## config.mk

```make
export PLATFORM = sky130hd
export DESIGN_NAME = vga_tile_controller
export DESIGN_NICKNAME = d
export VERILOG_FILES = /design/src/rtl/vga_tile_controller.sv
export SDC_FILE = /design/constraint.sdc
export NUM_CORES = 1
export LEC_CHECK = 0
export ABC_AREA = 1
export CAP_MARGIN = 20
export CORE_ASPECT_RATIO = 0.8
export CORE_MARGIN = 2
export CORE_UTILIZATION = 30
export CTS_BUF_LIST = sky130_fd_sc_hd__clkbuf_8
export CTS_CLUSTER_SIZE = 30
export DETAILED_ROUTE_END_ITERATION = 8
export PLACE_DENSITY = 0.51
export SLEW_MARGIN = 20
export SYNTH_ARGS = -nofsm -noshare
export SYNTH_HDL_FRONTEND = slang
export SYNTH_SLANG_ARGS = --single-unit
```

## constraint.sdc

```tcl
create_clock -name vga_clk -period 1.6 [get_ports vga_clk]
set_input_delay 0.48 -clock vga_clk [delete_from_list [all_inputs] [get_ports vga_clk]]
set_output_delay 0.48 -clock vga_clk [all_outputs]
set_load 0.02 [all_outputs]
```

## src/rtl/vga_tile_controller.sv

```systemverilog
// VGA raster timing with tiled glyph-memory addressing and colour output.
// Define VGA_TILE_BLINK_EN to add the blink_en input and 32-frame blink.
module vga_tile_controller #(
    parameter int H_ACTIVE = 640,
    parameter int H_FP = 16,
    parameter int H_SYNC = 96,
    parameter int H_BP = 48,
    parameter int V_ACTIVE = 480,
    parameter int V_FP = 10,
    parameter int V_SYNC = 2,
    parameter int V_BP = 33,
    parameter bit SYNC_POL = 1'b0,
    parameter int RD_LAT = 2,
    parameter int ADDR_W = 14,
    parameter logic [ADDR_W-1:0] BASE_ADDR = 14'h2200,
    parameter int TW_LOG2 = 3,
    parameter int TH_LOG2 = 4
) (
    input  logic              vga_clk,
    input  logic              rst,
    input  logic [7:0]        glyph_sel,
    input  logic [2:0]        fg_color,
    input  logic [2:0]        bg_color,
`ifdef VGA_TILE_BLINK_EN
    input  logic              blink_en,
`endif
    output logic [ADDR_W-1:0] addr,
    input  logic              data,
    output logic              vga_hsync,
    output logic              vga_vsync,
    output logic [2:0]        rgbOut,
    output logic              frame_start
);

    localparam int H_TOTAL = H_ACTIVE + H_FP + H_SYNC + H_BP;
    localparam int V_TOTAL = V_ACTIVE + V_FP + V_SYNC + V_BP;
    localparam int HW = $clog2(H_TOTAL + 1);
    localparam int VW = $clog2(V_TOTAL + 1);
    localparam int G_SHIFT = TW_LOG2 + TH_LOG2;

    localparam logic [HW-1:0] H_LAST = HW'(H_TOTAL - 1);
    localparam logic [HW-1:0] H_VIS  = HW'(H_ACTIVE);
    localparam logic [HW-1:0] HS_BEG = HW'(H_ACTIVE + H_FP);
    localparam logic [HW-1:0] HS_END = HW'(H_ACTIVE + H_FP + H_SYNC);
    localparam logic [VW-1:0] V_LAST = VW'(V_TOTAL - 1);
    localparam logic [VW-1:0] V_VIS  = VW'(V_ACTIVE);
    localparam logic [VW-1:0] VS_BEG = VW'(V_ACTIVE + V_FP);
    localparam logic [VW-1:0] VS_END = VW'(V_ACTIVE + V_FP + V_SYNC);

    logic [HW-1:0] h_cnt;
    logic [VW-1:0] v_cnt;
    logic [7:0]    glyph_r;
    logic [2:0]    fg_r;
    logic [2:0]    bg_r;

    // raw/dly bit order: {frame marker, de, vsync, hsync}
    logic [3:0] raw;
    logic [3:0] dly;
    logic       blink_on;

    // Raster counters; glyph and colours are latched on the edge that
    // enters pixel (0,0) so the new values govern the whole next frame.
    always_ff @(posedge vga_clk) begin
        if (!rst) begin
            h_cnt   <= '0;
            v_cnt   <= '0;
            glyph_r <= '0;
            fg_r    <= '0;
            bg_r    <= '0;
        end else begin
            if (h_cnt == H_LAST) begin
                h_cnt <= '0;
                if (v_cnt == V_LAST) begin
                    v_cnt <= '0;
                end else begin
                    v_cnt <= v_cnt + VW'(1);
                end
            end else begin
                h_cnt <= h_cnt + HW'(1);
            end
            if (h_cnt == H_LAST && v_cnt == V_LAST) begin
                glyph_r <= glyph_sel;
                fg_r    <= fg_color;
                bg_r    <= bg_color;
            end
        end
    end

    assign raw[0] = (h_cnt >= HS_BEG) && (h_cnt < HS_END);
    assign raw[1] = (v_cnt >= VS_BEG) && (v_cnt < VS_END);
    assign raw[2] = (h_cnt < H_VIS) && (v_cnt < V_VIS);
    assign raw[3] = (h_cnt == '0) && (v_cnt == '0);

    assign addr = BASE_ADDR
                + (ADDR_W'(glyph_r) << G_SHIFT)
                + ADDR_W'({v_cnt[TH_LOG2-1:0], h_cnt[TW_LOG2-1:0]});

    generate
        if (RD_LAT == 0) begin : g_pass
            assign dly = raw;
        end else begin : g_pipe
            logic [3:0] pipe [RD_LAT];

            // Delay timing markers to line up with glyph-memory read data
            always_ff @(posedge vga_clk) begin
                if (!rst) begin
                    for (int i = 0; i < RD_LAT; i++) begin
                        pipe[i] <= 4'b0000;
                    end
                end else begin
                    pipe[0] <= raw;
                    for (int i = 1; i < RD_LAT; i++) begin
                        pipe[i] <= pipe[i-1];
                    end
                end
            end

            assign dly = pipe[RD_LAT-1];
        end
    endgenerate

    assign vga_hsync   = dly[0] ? SYNC_POL : ~SYNC_POL;
    assign vga_vsync   = dly[1] ? SYNC_POL : ~SYNC_POL;
    assign frame_start = dly[3];

`ifdef VGA_TILE_BLINK_EN
    logic [4:0] frame_cnt;
    logic [4:0] frame_idx;

    // Count frame_start pulses
    always_ff @(posedge vga_clk) begin
        if (!rst) begin
            frame_cnt <= '0;
        end else if (frame_start) begin
            frame_cnt <= frame_cnt + 5'd1;
        end
    end

    // The pulse cycle already shows the new frame's first pixel
    assign frame_idx = frame_cnt - {4'b0000, ~frame_start};
    assign blink_on  = blink_en && (frame_idx >= 5'd16);
`else
    assign blink_on = 1'b0;
`endif

    // Colour select from the glyph bit, blanked outside the active area
    always_comb begin
        rgbOut = 3'b000;
        if (dly[2]) begin
            rgbOut = (data && !blink_on) ? fg_r : bg_r;
        end
    end

endmodule

```

Word level (Yosys, flattened, before mapping)
Memory sizes are Yosys's and may differ from the RTL's.
Index checks and enable logic that the tools add are counted.
{ "op_classes": {"n_addsub": 4, "magnitude_cmp": 6, "n_eq_ne": 2, "muxes": 9, "bitwise": 3, "reduce_logical": 8} }
{ "ops": {"columns": ["operator", "count"], "rows": [
  ["$add 10x1->10 const B", 2],
  ["$eq 10x10->1 const B", 2],
  ["$logic_not 10->1", 2],
  ["$lt 10x10->1 const B", 2],
  ["$lt 10x9->1 const B", 2],
  ["$add 14x14->14 const A", 1],
  ["$add 14x7->14", 1],
  ["$ge 10x10->1 const B", 1],
  ["$ge 10x9->1 const B", 1],
  ["$mux 10", 1],
  ["$mux 4", 2],
  ["$mux 3", 2],
  ["$logic_and 1x1->1", 5],
  ["$mux 1", 4],
  ["$or 1x1->1", 2],
  ["$reduce_or 2->1", 1],
  ["$not 1->1", 1]
]} }
{ "totals": {"reg_bits": 33, "ramBits": 8, "in_bits": 17, "output_inout_bits": 20, "wordCells": 38, "mem_count": 1} }
{ "mem_list": {"columns": ["name", "depth", "width", "rd", "rd_clocked_by_memory_dff", "wr", "line_no", "text"], "rows": [
  ["g_pipe.pipe", 2, 4, 2, 0, 2, "102", "logic [3:0] pipe [RD_LAT];"]
]} }

Depth between registers and ports, before layout
{ "logic_depth": {"word_depth": 3, "ltp_mapped": 10, "mapped_depth_nobuf": 9} }

Worst setup path before layout
No wires, ideal clock.
{ "synth_timing": {"path_type": "register to register", "startpoint": "reg h_cnt[0]", "endpoint": "reg glyph_r[4]", "setup_ps": 113, "arrival_ps": 1355, "t_required_ps": 1487, "setup_slack_ps": 132, "path_stages_with_launch": 10, "path_buffers": 1, "synth_period_minus_slack_ps": 1468, "path_cell_list": "dfxtp_1 > ha_1 > nand3_2 > nor2_4 > nand2_4 > nor2_8 > buf_6 > nand2_1 > nand2_1 > nor2_1"} }
{ "synth_via": {"elab_chain_len": 2} }
{ "synth_rtl": {"columns": ["item", "line_no", "text"], "rows": [
  ["from (decl)", "50", "logic [HW-1:0] h_cnt;"],
  ["from (signal assigned)", "79", "h_cnt <= h_cnt + HW'(1);"],
  ["$eq 10x10->1", "81", "if (h_cnt == H_LAST && v_cnt == V_LAST) begin"],
  ["$logic_and 1x1->1", "81", null],
  ["to (signal assigned)", "82", "glyph_r <= glyph_sel;"],
  ["to (decl)", "52", "logic [7:0] glyph_r;"]
]} }
Every way passes these cells.
A chain may end at the register's enable or synchronous reset.

Final worst setup path
{ "layout_timing": {"startpoint": "reg glyph_r[3]", "endpoint": "out addr[13]"} }
{ "layout_via": {"elab_chain_len": 2} }
{ "layout_rtl": {"columns": ["item", "line_no", "text"], "rows": [
  ["$add 14x14->14", "95", "+ (ADDR_W'(glyph_r) << G_SHIFT)"],
  ["$add 14x7->14", "96", "+ ADDR_W'({v_cnt[TH_LOG2-1:0], h_cnt[TW_LOG2-1:0]});"],
  ["to (decl)", "27", "output logic [ADDR_W-1:0] addr,"]
]} }
Every way passes these cells.

==> impl_metrics.toml <==
[synthesis]
yosysWarningCount = 0
synth_xor_area_share_pct = 2.899
synth_fa_ha_area_share_pct = 3.550
yosys_most_used_dff = "dfxtp_1"
synthTopCellsByArea = "dfxtp_1, nand2_1, nor2_1"
synthSimpleGateAreaFrac_pct = 35.80
async_reset_ff_share_pct = 0
synth.area.mux_share_pct = 0
synth_edf_count = 0
syn_inst = 308
synth_top_area_share_pct = 38.82
synth_top_family_by_area = "simple AND/OR/NAND/NOR gates"
ys_types = 28
yosys_register_bits = 41
synth.cell_area_um2 = 2115
syn_nets = 331
avgSynthCellArea_um2 = 6.865
synth-compound-area-share_pct = 4.675
ys_seq_area_share_pct = 38.82
yosysTopAreaCell = "dfxtp_1"

[global_route]
antenna_found_initial = 0
grt_pass1_vias = 1683
grt_max_degree = 19
overflow = 0
grt_usage_pct = 12.30
grt_pass1_wl_um = 7776

[setup_path]
cp_max_fo = 2
critPathArrivalTime_ns = 1.20
cp.required_ns = 1.12
critical_path.endpoint_type = "output port"
critPathMaxStageDelay_ns = 0.36
start_kind = "flip-flop"
critical-path-slowest-cell = "dfxtp_4"
cp_cell_sequence = "ha_4 > nand3_2 > xor2_1 > buf_4"
critPathKind = "reg2out"
path_delay_family = "flip-flops"
path_buf_inv = 1

[clock_network]
root_buffer = "clkbuf_8"
cts.htree.levels = 2
cts_made_buffers = 5
clock-sinks = 41
clk_pin_slew_ns = 0.08
cts_tree = "built"
clk_latency_ns = 0.29
postCtsHoldBufs = 0
clk_path_buf_depth = 2

[detailed_routing]
wl_per_cell_um = 10.62
drt_pass1_iterations = 4
vias_per_cell = 4.257
drc = 0
ant_nets = 0
wirelength_um = 4748
num_vias = 1903
drt_iter0_drc = 56

[timing]
fin_crit_sh_pct = 105.3
tightest_slew_ns = 0.3677
finalSetupViolCount = 2
whs_ns = 0.4149
drv_slew = 0
setup_tns_ns = -0.09817
relSlewSlack_pct = 75.29
setup_slack_ns = -0.08493
period_needed_ns = 1.685
rsz0062_at_grt = "true"
clock_skew_ns = 0.006581
finalHoldViolations = 0
max_freq_ghz = 0.5935

[floorplan]
die_w_um = 97.87
dieArea_um2 = 7740
start_util_pct = 30.83
ios = 37
die_y_um = 79.09
core_um2 = 6858
num_rows = 27

[layout]
antennaDiodeCount = 0
final_cells = 447
final_area_um2 = 2873
nets = 382
syn_to_final_growth_pct = 35.86
drive_gt1_share_pct = 18.89

[place]
place_area_um2 = 2616
io_buffer_count = 35
dp_hpwl_um = 3393
place.gp.congestion = 0.8199
dpl.cell_count = 434

[power_and_ir_drop]
p_per_area_nw_per_um2 = 762.2
p_leak_nw = 1.286
irDropWorstVdd_mv = 0.4167

[status]
violations = "setup timing"
status = "finished with violations"

[worst_hold_path]
hp-class = "reg2reg"

[run]
maxCapViolations = 0
layout make-up:
class / instances / area, um^2
inverters: 49 / 191.4
clock inverters: 3 / 68.82
flip-flops and latches: 41 / 833.3
multi-input cells: 203 / 1059
repair buffers: 59 / 543.0
fillers: 728 / 3985
well taps: 87 / 108.9
clock buffers: 5 / 68.82
layout by cell type (no fill, tap or decap), drive strengths merged:
cell	instances
a21oi	10
clkdlybuf4s15	1
nand3b	1
clkbuf	9
nand3	19
xor2	6
dlygate4sd2	11
nor3	5
nand4	7
nor4	1
xnor2	1
o211ai	1
nor2	55
clkdlybuf4s50	14
a31oi	1
bufinv	2
buf	29
o21ai	7
inv	50
nand2	81
ha	6
nor3b	2
dfxtp	41
state kept, by name, summed over array words and instances, names as in the netlist:
register,flops
bg_r,3
fg_r,3
g_pipe.pipe,8
glyph_r,7
h_cnt,10
v_cnt,10
worst paths after layout:
path | startpoint | endpoint | slack (ns) | cells after the start
worst max-delay path | glyph_r[3] | addr[13] | -0.08 | 4
worst min-delay path | g_pipe.pipe[0][1] | g_pipe.pipe[0][5] | 0.41 | 2
worst max register to register | h_cnt[0] | fg_r[0] | 0.07 | 9
worst min register to register | g_pipe.pipe[0][1] | g_pipe.pipe[0][5] | 0.41 | 2
layer usage:
metal  part of all wire [%]  track usage [%]  vias up
li1                       -                -     1042
met1                     54            18.30      817
met2                     40            17.40       42
met3                    5.5            3.433        2
met4                   0.51            2.917        0
met5                      0                0        -
per-stage QoR:
| stage | total power, mW | worst slack, ns | util [%] |
|---|---|---|---|
| 2_1_floorplan | 1.140 | 0.1322 | - |
| 3_3_place_gp | 1.214 | -0.7002 | 38.15 |
| 3_5_place_dp | 1.214 | -0.7031 | 38.15 |
| 4_1_cts | 2.223 | -0.06707 | 40.05 |
| 5_1_grt | 2.292 | -0.1428 | 41.89 |
| 6_report | 2.190 | -0.08493 | 41.89 |
kinds of logic (layout without fill, tap and decap cells):
kind of cell,Yosys count,after routing
buffers and inverters,64,116
and+or+nand+nor,171,171
adders and majority gates,6,6
DFF,41,41
AOI/OAI and AO/OA,19,19
xor gates and xnor gates,7,7
synthesized netlist by cell type (2+ instances only):
| master | n |
|---|---|
| nand2_1 | 77 |
| nor2_1 | 51 |
| inv_1 | 47 |
| dfxtp_1 | 41 |
| nand3_1 | 18 |
| a21oi_1 | 10 |
| buf_4 | 9 |
| nand4_1 | 7 |
| o21ai_0 | 7 |
| ha_1 | 6 |
| xor2_1 | 6 |
| nor3_1 | 5 |
| buf_6 | 3 |
| clkbuf_1 | 3 |
| nand2_2 | 3 |
| nor2_4 | 2 |
| nor3b_1 | 2 |
repair_timing:
item / in CTS / in global routing
pin swaps: 2 / 5
gates cloned: 0 / 2
endpoints found under the hold margin: 0 / 0
resized for setup: 57 / 24
setup buffers: 0 / 3
setup endpoints to repair: 20 / 24
worst reg2reg max path: stages, from the launching register on:
cell       delay (ns)
dfxtp_2          0.39
ha_4             0.15
nand3_2          0.12
nor2_4           0.16
nand2_4          0.11
nor2_8           0.18
clkbuf_16        0.18
nand2_1          0.05
nand2_1          0.05
nor2_1           0.04
power breakdown:
group | internal (mW) | total [mW] | switching, mW
logic | 0.0720 | 0.142 | 0.0698
clock network | 0.628 | 1.01 | 0.379
registers | 1.03 | 1.04 | 0.0107
Note: power is estimated with default switching activity, not from simulation.
